$ cat config.mk
export PLATFORM = sky130hd
export DESIGN_NAME = fwd_hazard_unit
export DESIGN_NICKNAME = d
export VERILOG_FILES = /design/src/rtl/fwd_hazard_unit.sv
export SDC_FILE = /design/constraint.sdc
export NUM_CORES = 1
export LEC_CHECK = 0
export ABC_AREA = 1
export BUFFER_PORTS_ARGS = -buffer_cell sky130_fd_sc_hd__buf_2
export CELL_PAD_IN_SITES_DETAIL_PLACEMENT = 0
export CELL_PAD_IN_SITES_GLOBAL_PLACEMENT = 2
export CORE_MARGIN = 5
export CORE_UTILIZATION = 32
export CTS_BUF_LIST = sky130_fd_sc_hd__clkbuf_8 sky130_fd_sc_hd__clkbuf_16
export CTS_CLUSTER_DIAMETER = 120
export DETAILED_ROUTE_END_ITERATION = 8
export PLACE_DENSITY = 0.94
export SYNTH_ARGS = -nofsm -noshare
export SYNTH_HDL_FRONTEND = slang
export SYNTH_SLANG_ARGS = --single-unit
$ cat constraint.sdc
create_clock -name clk -period 3.55 [get_ports clk]
set_input_delay 0 -clock clk [delete_from_list [all_inputs] [get_ports clk]]
set_output_delay 0 -clock clk [all_outputs]
set_load 0.01 [all_outputs]
$ cat src/rtl/fwd_hazard_unit.sv
// Operand-forwarding select generation and load-use / flush hazard control.
// Tracks only register indices and control bits of instructions in EX and MEM.
module fwd_hazard_unit #(
    parameter int unsigned REG_ADDR_W = 5,
    parameter int unsigned CNT_W      = 32
) (
    input  logic                  clk,
    input  logic                  rst,
    input  logic                  id_valid,
    input  logic [REG_ADDR_W-1:0] id_rs1,
    input  logic [REG_ADDR_W-1:0] id_rs2,
    input  logic                  id_rs1_used,
    input  logic                  id_rs2_used,
    input  logic [REG_ADDR_W-1:0] id_rd,
    input  logic                  id_reg_write,
    input  logic                  id_mem_read,
    input  logic                  id_use_imm_b,
    input  logic                  flush,
    output logic                  stall,
    output logic                  ex_valid,
    output logic [1:0]            ex_fwd_a_sel,
    output logic [1:0]            ex_fwd_b_sel,
    output logic [1:0]            ex_fwd_st_sel,
    output logic [CNT_W-1:0]      stall_count,
    output logic [CNT_W-1:0]      flush_count
);

    localparam logic [1:0] SEL_RF  = 2'b00;
    localparam logic [1:0] SEL_EXM = 2'b01;
    localparam logic [1:0] SEL_MWB = 2'b10;
    localparam logic [1:0] SEL_IMM = 2'b11;

    // WB is not tracked: the register file writes through in the same cycle.
    logic                  ex_valid_q, ex_valid_d;
    logic [REG_ADDR_W-1:0] ex_rd_q, ex_rd_d;
    logic                  ex_rw_q, ex_rw_d;
    logic                  ex_mr_q, ex_mr_d;
    logic                  mem_valid_q, mem_valid_d;
    logic [REG_ADDR_W-1:0] mem_rd_q, mem_rd_d;
    logic                  mem_rw_q, mem_rw_d;
    logic [1:0]            a_sel_q, a_sel_d;
    logic [1:0]            b_sel_q, b_sel_d;
    logic [1:0]            st_sel_q, st_sel_d;
    logic [CNT_W-1:0]      stall_cnt_q, stall_cnt_d;
    logic [CNT_W-1:0]      flush_cnt_q, flush_cnt_d;

    logic       ex_hit_rs1, ex_hit_rs2, mem_hit_rs1, mem_hit_rs2;
    logic       issue;
    logic [1:0] fwd_rs1, fwd_rs2;

    // Producer matching; x0 never matches so it is never forwarded or stalled on.
    always_comb begin
        ex_hit_rs1  = ex_valid_q & ex_rw_q & (ex_rd_q == id_rs1) & (id_rs1 != '0) & id_rs1_used;
        ex_hit_rs2  = ex_valid_q & ex_rw_q & (ex_rd_q == id_rs2) & (id_rs2 != '0) & id_rs2_used;
        mem_hit_rs1 = mem_valid_q & mem_rw_q & (mem_rd_q == id_rs1) & (id_rs1 != '0) & id_rs1_used;
        mem_hit_rs2 = mem_valid_q & mem_rw_q & (mem_rd_q == id_rs2) & (id_rs2 != '0) & id_rs2_used;
        fwd_rs1     = ex_hit_rs1 ? SEL_EXM : (mem_hit_rs1 ? SEL_MWB : SEL_RF);
        fwd_rs2     = ex_hit_rs2 ? SEL_EXM : (mem_hit_rs2 ? SEL_MWB : SEL_RF);
        stall       = id_valid & ~flush & ex_mr_q & (ex_hit_rs1 | ex_hit_rs2);
        issue       = id_valid & ~stall & ~flush;
    end

    always_comb begin
        ex_valid_d  = issue;
        ex_rd_d     = issue ? id_rd : '0;
        ex_rw_d     = issue & id_reg_write;
        ex_mr_d     = issue & id_mem_read;
        mem_valid_d = ex_valid_q;
        mem_rd_d    = ex_rd_q;
        mem_rw_d    = ex_rw_q;
        a_sel_d     = issue ? fwd_rs1 : SEL_RF;
        b_sel_d     = issue ? (id_use_imm_b ? SEL_IMM : fwd_rs2) : SEL_RF;
        st_sel_d    = issue ? fwd_rs2 : SEL_RF;
        stall_cnt_d = stall_cnt_q;
        flush_cnt_d = flush_cnt_q;
        // Saturating event counters.
        if (stall && (stall_cnt_q != {CNT_W{1'b1}})) stall_cnt_d = stall_cnt_q + CNT_W'(1);
        if (flush && (flush_cnt_q != {CNT_W{1'b1}})) flush_cnt_d = flush_cnt_q + CNT_W'(1);
    end

    always_ff @(posedge clk) begin
        if (rst) begin
            ex_valid_q  <= 1'b0;
            ex_rd_q     <= '0;
            ex_rw_q     <= 1'b0;
            ex_mr_q     <= 1'b0;
            mem_valid_q <= 1'b0;
            mem_rd_q    <= '0;
            mem_rw_q    <= 1'b0;
            a_sel_q     <= SEL_RF;
            b_sel_q     <= SEL_RF;
            st_sel_q    <= SEL_RF;
            stall_cnt_q <= '0;
            flush_cnt_q <= '0;
        end else begin
            ex_valid_q  <= ex_valid_d;
            ex_rd_q     <= ex_rd_d;
            ex_rw_q     <= ex_rw_d;
            ex_mr_q     <= ex_mr_d;
            mem_valid_q <= mem_valid_d;
            mem_rd_q    <= mem_rd_d;
            mem_rw_q    <= mem_rw_d;
            a_sel_q     <= a_sel_d;
            b_sel_q     <= b_sel_d;
            st_sel_q    <= st_sel_d;
            stall_cnt_q <= stall_cnt_d;
            flush_cnt_q <= flush_cnt_d;
        end
    end

    assign ex_valid      = ex_valid_q;
    assign ex_fwd_a_sel  = a_sel_q;
    assign ex_fwd_b_sel  = b_sel_q;
    assign ex_fwd_st_sel = st_sel_q;
    assign stall_count   = stall_cnt_q;
    assign flush_count   = flush_cnt_q;

endmodule

==> reports/metrics.cfg, run 1 <==
[power_and_ir_drop]
p_leak_uw=0.00253
powerDensity_mw_per_mm2=317
power_uw=1980
ir_drop_mv=0.187

[logic_synthesis]
yosys-top-cells-area=dfxtp_1, nand2_1, nor2_1
synth_simple_gate_area_share_pct=44.8
ys_types=30
synth_compound_area_share_pct=8.03
synthXorXnorAreaFrac_pct=5.51
synthMuxAreaShare_pct=0
netlist_area_sq_mm=0.00525
yosysWarnings=0
synth_top_area_share_pct=32.4
synthAdderAreaFrac_pct=0.477
synth_seq_cells=85
synth_fp_nets=873
yosysTopAreaCell=dfxtp_1
seq_area_frac_synth_pct=32.4
avgSynthCellArea_sq_um=6.20
syn_inst=847
synth_top_family_by_area=simple AND/OR/NAND/NOR gates

[routing]
routedWlPerCell_microns=13.4
drc=0
drt-total-wl_microns=15500
num_vias=5322
drtPass1Iterations=4
drt_iter0_markers=332
detail-route-antenna-nets=0
viasPerCell=4.58

[critical_path]
startpoint_type=register
slowest_stage=nand3_2
max_stage_delay_ns=0.59
crit_family=simple AND/OR/NAND/NOR gates
crit_top_cell=nand2_1
timing.rr.start=stall_count[0]
r2r_slack_ns=1.04
cp_max_fo=31
path_cells=ha_1, nand2_1, nor2_4, nand2_2, nor2_4, nand2_1, buf_4, nand3_2, nand2_1, a21oi_1
r2r_cells=10
r2r_end=stall_count[18]
critPathArrivalTime_ns=2.71
required_ns=3.75
cp_num_buf_inv=1
cp-end-kind=register
path_class=register to register

[clock_network]
path_clk_slew_ns=0.07
cts_tree=yes
clk_path_buf_depth=2
cts_made_buffers=9
ctsHtreeMaxLevel=3
numClockSinks=85
clk_latency_ns=0.35
cts_resized=0
cts_root_buf=clkbuf_16

[global_routing]
antenna_found_initial=0
gr-total-overflow=0
grt_max_degree=61
grt_pass1_wl_microns=26000
grt_pass1_vias=5109
grt_usage_pct=16.3

[sta]
rsz0062_at_grt=false
relSlewSlack_pct=50.2
final-hold-violation-count=0
finalSetupViolations=0
period_share_pct=70.8
fin_crit_ns=2.51
skew_ns=0.00721
setup_tns_ns=0
max_freq_ghz=0.398
drv_slew=0
tightest_slew_ns=0.746

[die]
rows=46
start_util_pct=32.8
floorplan.die.width_microns=138
io_pins=96
fp.dieH_microns=138
fp.dieArea_sq_mm=0.0191
core_area_sq_mm=0.0160

[layout]
finish.net_count=967
drive_above_1_share_pct=16.6
mostFrequentLayoutCell=nand2_1
area_growth_pct=19.2
antenna_cells=0
nFillCells=1867
final_cell_mix=nand2_1, nor2_1, buf_2, dfxtp_1, inv_1

[outcome]
status=completed

[hold_path]
holdPathEnd=flush_count[21]
worstHoldPathType=primary input to register
hold_start=flush
min_path_cells=5

[placement]
dp_hpwl_microns=11600
numPortBuffers=95
gp_congestion=0.821

[run]
maxCapViolCount=0

## tightest hold or removal path, stage by stage
cell	delay, ns
buf_2	0.14
nand3_1	0.10
nand2_1	0.05
inv_1	0.04
nor2_1	0.03
## Yosys cell counts
cell type / n
ha_1: 2
nand2_2: 7
nand2_4: 3
nand3_2: 1
xor2_1: 16
buf_4: 4
a21oi_1: 46
nand2_1: 299
xnor2_1: 17
buf_12: 1
nor2_4: 4
buf_8: 1
a21oi_2: 11
nand4_1: 36
inv_2: 8
inv_1: 75
and3_1: 1
nor2_1: 132
o21ai_0: 19
nor2_8: 1
buf_1: 1
clkbuf_1: 13
nor3_2: 4
nand3_1: 21
or2_0: 1
buf_2: 6
nor4_1: 1
nor3_1: 16
nand3b_1: 15
dfxtp_1: 85
## how the worst max path moves through the flow
stage                           end  cells after the start            from
floorplan            stall_count[2]                      9  stall_count[0]
global placement    stall_count[27]                     10  stall_count[0]
detailed placement  stall_count[13]                     10  stall_count[0]
CTS                 stall_count[13]                     10  stall_count[0]
global route        stall_count[27]                     10  stall_count[0]
finish              stall_count[18]                     10  stall_count[0]
## state kept, by name (all words and copies together), names as in the netlist
register	flops
ex_mr_q	1
ex_rw_q	1
mem_valid_q	1
ex_valid	1
ex_fwd_a_sel	2
ex_rd_q	5
mem_rw_q	1
flush_count	32
ex_fwd_b_sel	2
mem_rd_q	5
stall_count	32
ex_fwd_st_sel	2
## cell type report
| type | instances | area [sq um] | share of cell area (%) |
|---|---|---|---|
| Inverter | 83 | 312 | 4.98 |
| Clock inverter | 7 | 56.3 | 0.900 |
| Tap cell | 216 | 270 | 4.32 |
| Multi-Input combinational cell | 653 | 3090 | 49.4 |
| Timing Repair Buffer | 109 | 601 | 9.60 |
| Clock buffer | 9 | 225 | 3.60 |
| Sequential cell | 85 | 1700 | 27.2 |
## metal layers
layer,vias to the layer above,part of all wire [%],global-route usage (%)
met1,2327,48,21.8
li1,2870,-,-
met5,-,0,0
met2,109,46,26.8
met4,0,1.5,5.15
met3,16,4.5,2.90
## logic make-up after synthesis
kind of cell | Yosys count
and+or+nand+nor | 542
buffers and inverters | 109
DFF | 85
AOI/OAI and AO/OA | 76
xor gates and xnor gates | 33
adders and majority gates | 2
## stage by stage
| stage | hold WS, ns | utilization [%] | setup slack (ns) | instance area (sq um) | instances |
|---|---|---|---|---|---|
| CTS | 0.0504 | 39.1 | 1.04 | 6260 | 1162 |
| finish | 0.0600 | 39.1 | 1.04 | 6260 | 1162 |
| detailed placement | 0.217 | 36.8 | 1.06 | 5890 | 1138 |
| floorplan | 0.112 | - | 1.78 | 5250 | 847 |
| global route | 0.101 | 39.1 | 0.799 | 6260 | 1162 |
| global placement | 0.219 | 36.8 | 1.14 | 5890 | 1138 |
## where the power goes
part           internal [uW]  leakage, uW  switching [uW]  total, uW
Clock                    483     0.000130             433        916
Combinational           37.0      0.00172            61.2       98.2
Sequential               960     0.000686            6.36        966
Total                   1480      0.00253             500       1980
## what timing repair did
item                      4_1_cts  5_1_grt
hold endpoints to repair        9        0
buffers inserted                0        0
hold buffers                    8        0
Power figures use the tool's default switching activity.
==> inputs of run 2 (changes only) <==
--- a/config.mk
+++ b/config.mk
@@ -5,7 +5,7 @@
 export SDC_FILE = /design/constraint.sdc
 export NUM_CORES = 1
 export LEC_CHECK = 0
-export ABC_AREA = 1
+export ABC_AREA = 0
 export BUFFER_PORTS_ARGS = -buffer_cell sky130_fd_sc_hd__buf_2
 export CELL_PAD_IN_SITES_DETAIL_PLACEMENT = 0
 export CELL_PAD_IN_SITES_GLOBAL_PLACEMENT = 2
@@ -14,7 +14,7 @@
 export CTS_BUF_LIST = sky130_fd_sc_hd__clkbuf_8 sky130_fd_sc_hd__clkbuf_16
 export CTS_CLUSTER_DIAMETER = 120
 export DETAILED_ROUTE_END_ITERATION = 8
-export PLACE_DENSITY = 0.94
+export PLACE_DENSITY = 0.88
 export SYNTH_ARGS = -nofsm -noshare
 export SYNTH_HDL_FRONTEND = slang
 export SYNTH_SLANG_ARGS = --single-unit
==> constraint.sdc (replaced) <==
create_clock -name clk -period 2.5 [get_ports clk]
set_input_delay 0 -clock clk [delete_from_list [all_inputs] [get_ports clk]]
set_output_delay 0 -clock clk [all_outputs]
set_load 0.01 [all_outputs]
==> run 2 against run 1 <==
  * Clock-buffer cell count increased by 3
  * Critical endpoint is now flush_count[4]
  * Utilization increased by 2.1 points
  * Highest routed layer unchanged
  * Critical path depth decreased by 4
  * Global-route usage decreased by 2.5 points
  * Final cell count decreased by 36%
  * Combinational power increased by 23%
  * Sequential power increased by 42%
  * Non-clock buffer count increased by 14
  * Fmax increased by 9.4%
  * Clock skew decreased by 0.0022 ns
  * Area after synthesis decreased by 23%
==> reports/metrics.cfg, run 2 <==
[layout]
mostFrequentLayoutCell=buf_2
stdcell_count=748
final_cell_mix=buf_2, dfxtp_1, a21oi_1, nor2_1, nand3_1
finish.net_count=597
area_growth_pct=27.2
antenna_cells=0
drive_above_1_share_pct=24.8

[sta]
fin_crit_ns=2.30
final-hold-violation-count=0
drv_slew=0
skew_ns=0.00505
max_freq_ghz=0.435
tightest_slew_ns=0.784
setup_slack_ns=0.202
period_share_pct=91.9
relSlewSlack_pct=47.8
setup_tns_ns=0
finalSetupViolations=0
rsz0062_at_grt=false

[die]
start_util_pct=32.4
fp.dieArea_sq_mm=0.0150
floorplan.die.width_microns=123
core_area_sq_mm=0.0125
fp.dieH_microns=123
rows=41
io_pins=96

[global_routing]
grt_pass1_vias=3509
use_met3_pct=3.27
met1_usage_pct=17.4
gr-total-overflow=0
grt_pass1_wl_microns=16800
grt_usage_pct=13.9
use_met2_pct=22.7
grt_max_degree=74
antenna_found_initial=0
grt-busiest-layer=met2

[placement]
dp_cells=723
numPortBuffers=95
gp_congestion=0.765
dp_hpwl_microns=7400
pre_cts_slack_ns=0.198

[power_and_ir_drop]
p_leak_uw=0.00207
powerDensity_mw_per_mm2=539
ir_drop_mv=0.255

[critical_path]
required_ns=2.71
r2r_cells=6
timing.rr.start=flush_count[26]
path_cells=nand4_2, or4b_1, o31a_1, nand4_1, xor2_1, nor2_1
startpoint_type=register
slowest_stage=or4b_1
critPathLaunch=flush_count[26]
crit_family=simple AND/OR/NAND/NOR gates
path_class=register to register
r2r_end=flush_count[4]
max_stage_delay_ns=0.72
cp_num_buf_inv=0
cp_max_fo=9
critPathArrivalTime_ns=2.50
r2r_slack_ns=0.20
cp-end-kind=register

[logic_synthesis]
ys_dominant_reg_cell=dfxtp_1
yosysTopAreaCell=dfxtp_1
synth.most_common_cell=dfxtp_1
synth_seq_cells=85
seq_area_frac_synth_pct=42.0
async_reset_ff_share_pct=0
yosysWarnings=0
yosys-top-cells-area=dfxtp_1, xor2_1, xnor2_1
synth_fp_nets=484
syn_inst=458
ys_types=49
synth_top_area_share_pct=42.0
synth_edf_count=0
avgSynthCellArea_sq_um=8.85
netlist_area_sq_mm=0.00406
yosys-top-cells-count=dfxtp_1, a21oi_1, nor2_1

[clock_network]
cts_tree=yes
path_clk_slew_ns=0.06
cts_made_buffers=9
cts_root_buf=clkbuf_16
clk_path_buf_depth=2
ctsHtreeMaxLevel=3
cts_resized=0
numClockSinks=85
clk_latency_ns=0.34

[outcome]
status=completed

[hold_path]
hold_start=id_rs2[1]
holdPathEnd=ex_fwd_st_sel[1]
worstHoldPathType=primary input to register
min_path_cells=4

[routing]
detail-route-antenna-nets=0
drc=0
routedWlPerCell_microns=13.6
drt-total-wl_microns=10200
num_vias=3797
viasPerCell=5.08
drt_iter0_markers=228
drtPass1Iterations=4

[run]
maxCapViolCount=0

[run 2: cell families after synthesis]
| group | synth area share [%] |
|---|---|
| xor gates and xnor gates | 9.29 |
| muxes | 0.802 |
| AOI/OAI and AO/OA | 13.4 |
| and+or+nand+nor | 30.3 |
| buffers and inverters | 3.64 |
| DFF | 42.0 |
| adders and majority gates | 0.617 |
[run 2: repair_timing]
action	CTS	global route
endpoints found under the hold margin	10	0
hold buffers	9	0
setup buffers	0	0
endpoints found under the setup margin	0	0
[run 2: power by group]
group          switching, uW  total (uW)  internal, uW  leakage [uW]
combinational           65.0         121          56.1       0.00124
clock                    538        1290           749      0.000150
sequential              7.35        1370          1360      0.000686
total                    611        2780          2170       0.00207
[run 2: metal layers]
layer	up-vias	routed length [microns]
li1	1910	-
met1	1792	4660
met2	80	4810
met3	15	536
met4	0	184
met5	-	0
[run 2: area by class of cell]
class | instances | area [sq um]
clock buffers | 12 | 267
clock inverters | 4 | 22.5
repair buffers | 123 | 708
well taps | 172 | 215
flip-flops and latches | 85 | 1700
multi-input cells | 344 | 2210
inverters | 8 | 30.0
fillers | 1343 | 7360
[run 2: metrics by stage]
step           power (uW)  util (%)  hold WS (ns)  area (sq um)
2_1_floorplan        1460         -         0.110          4060
3_3_place_gp         1510      38.2         0.219          4780
3_5_place_dp         1510      38.2         0.228          4780
4_1_cts              2840      41.2        0.0378          5160
5_1_grt              2900      41.2        0.0781          5160
6_report             2780      41.2        0.0542          5160
[run 2: worst register-to-register path, stage by stage (launching register included)]
cell     delay (ns)
dfxtp_1        0.40
nand4_2        0.15
or4b_1         0.72
o31a_1         0.51
nand4_1        0.16
xor2_1         0.16
nor2_1         0.05
[run 2: worst max path at each step]
stage | slack [ns] | end | cells past startpoint
CTS | 0.19 | flush_count[4] | 6
global route | 0.03 | flush_count[4] | 6
finish | 0.20 | flush_count[4] | 6
floorplan | 0.31 | stall_count[24] | 7
global placement | 0.26 | flush_count[6] | 6
detailed placement | 0.20 | flush_count[3] | 6
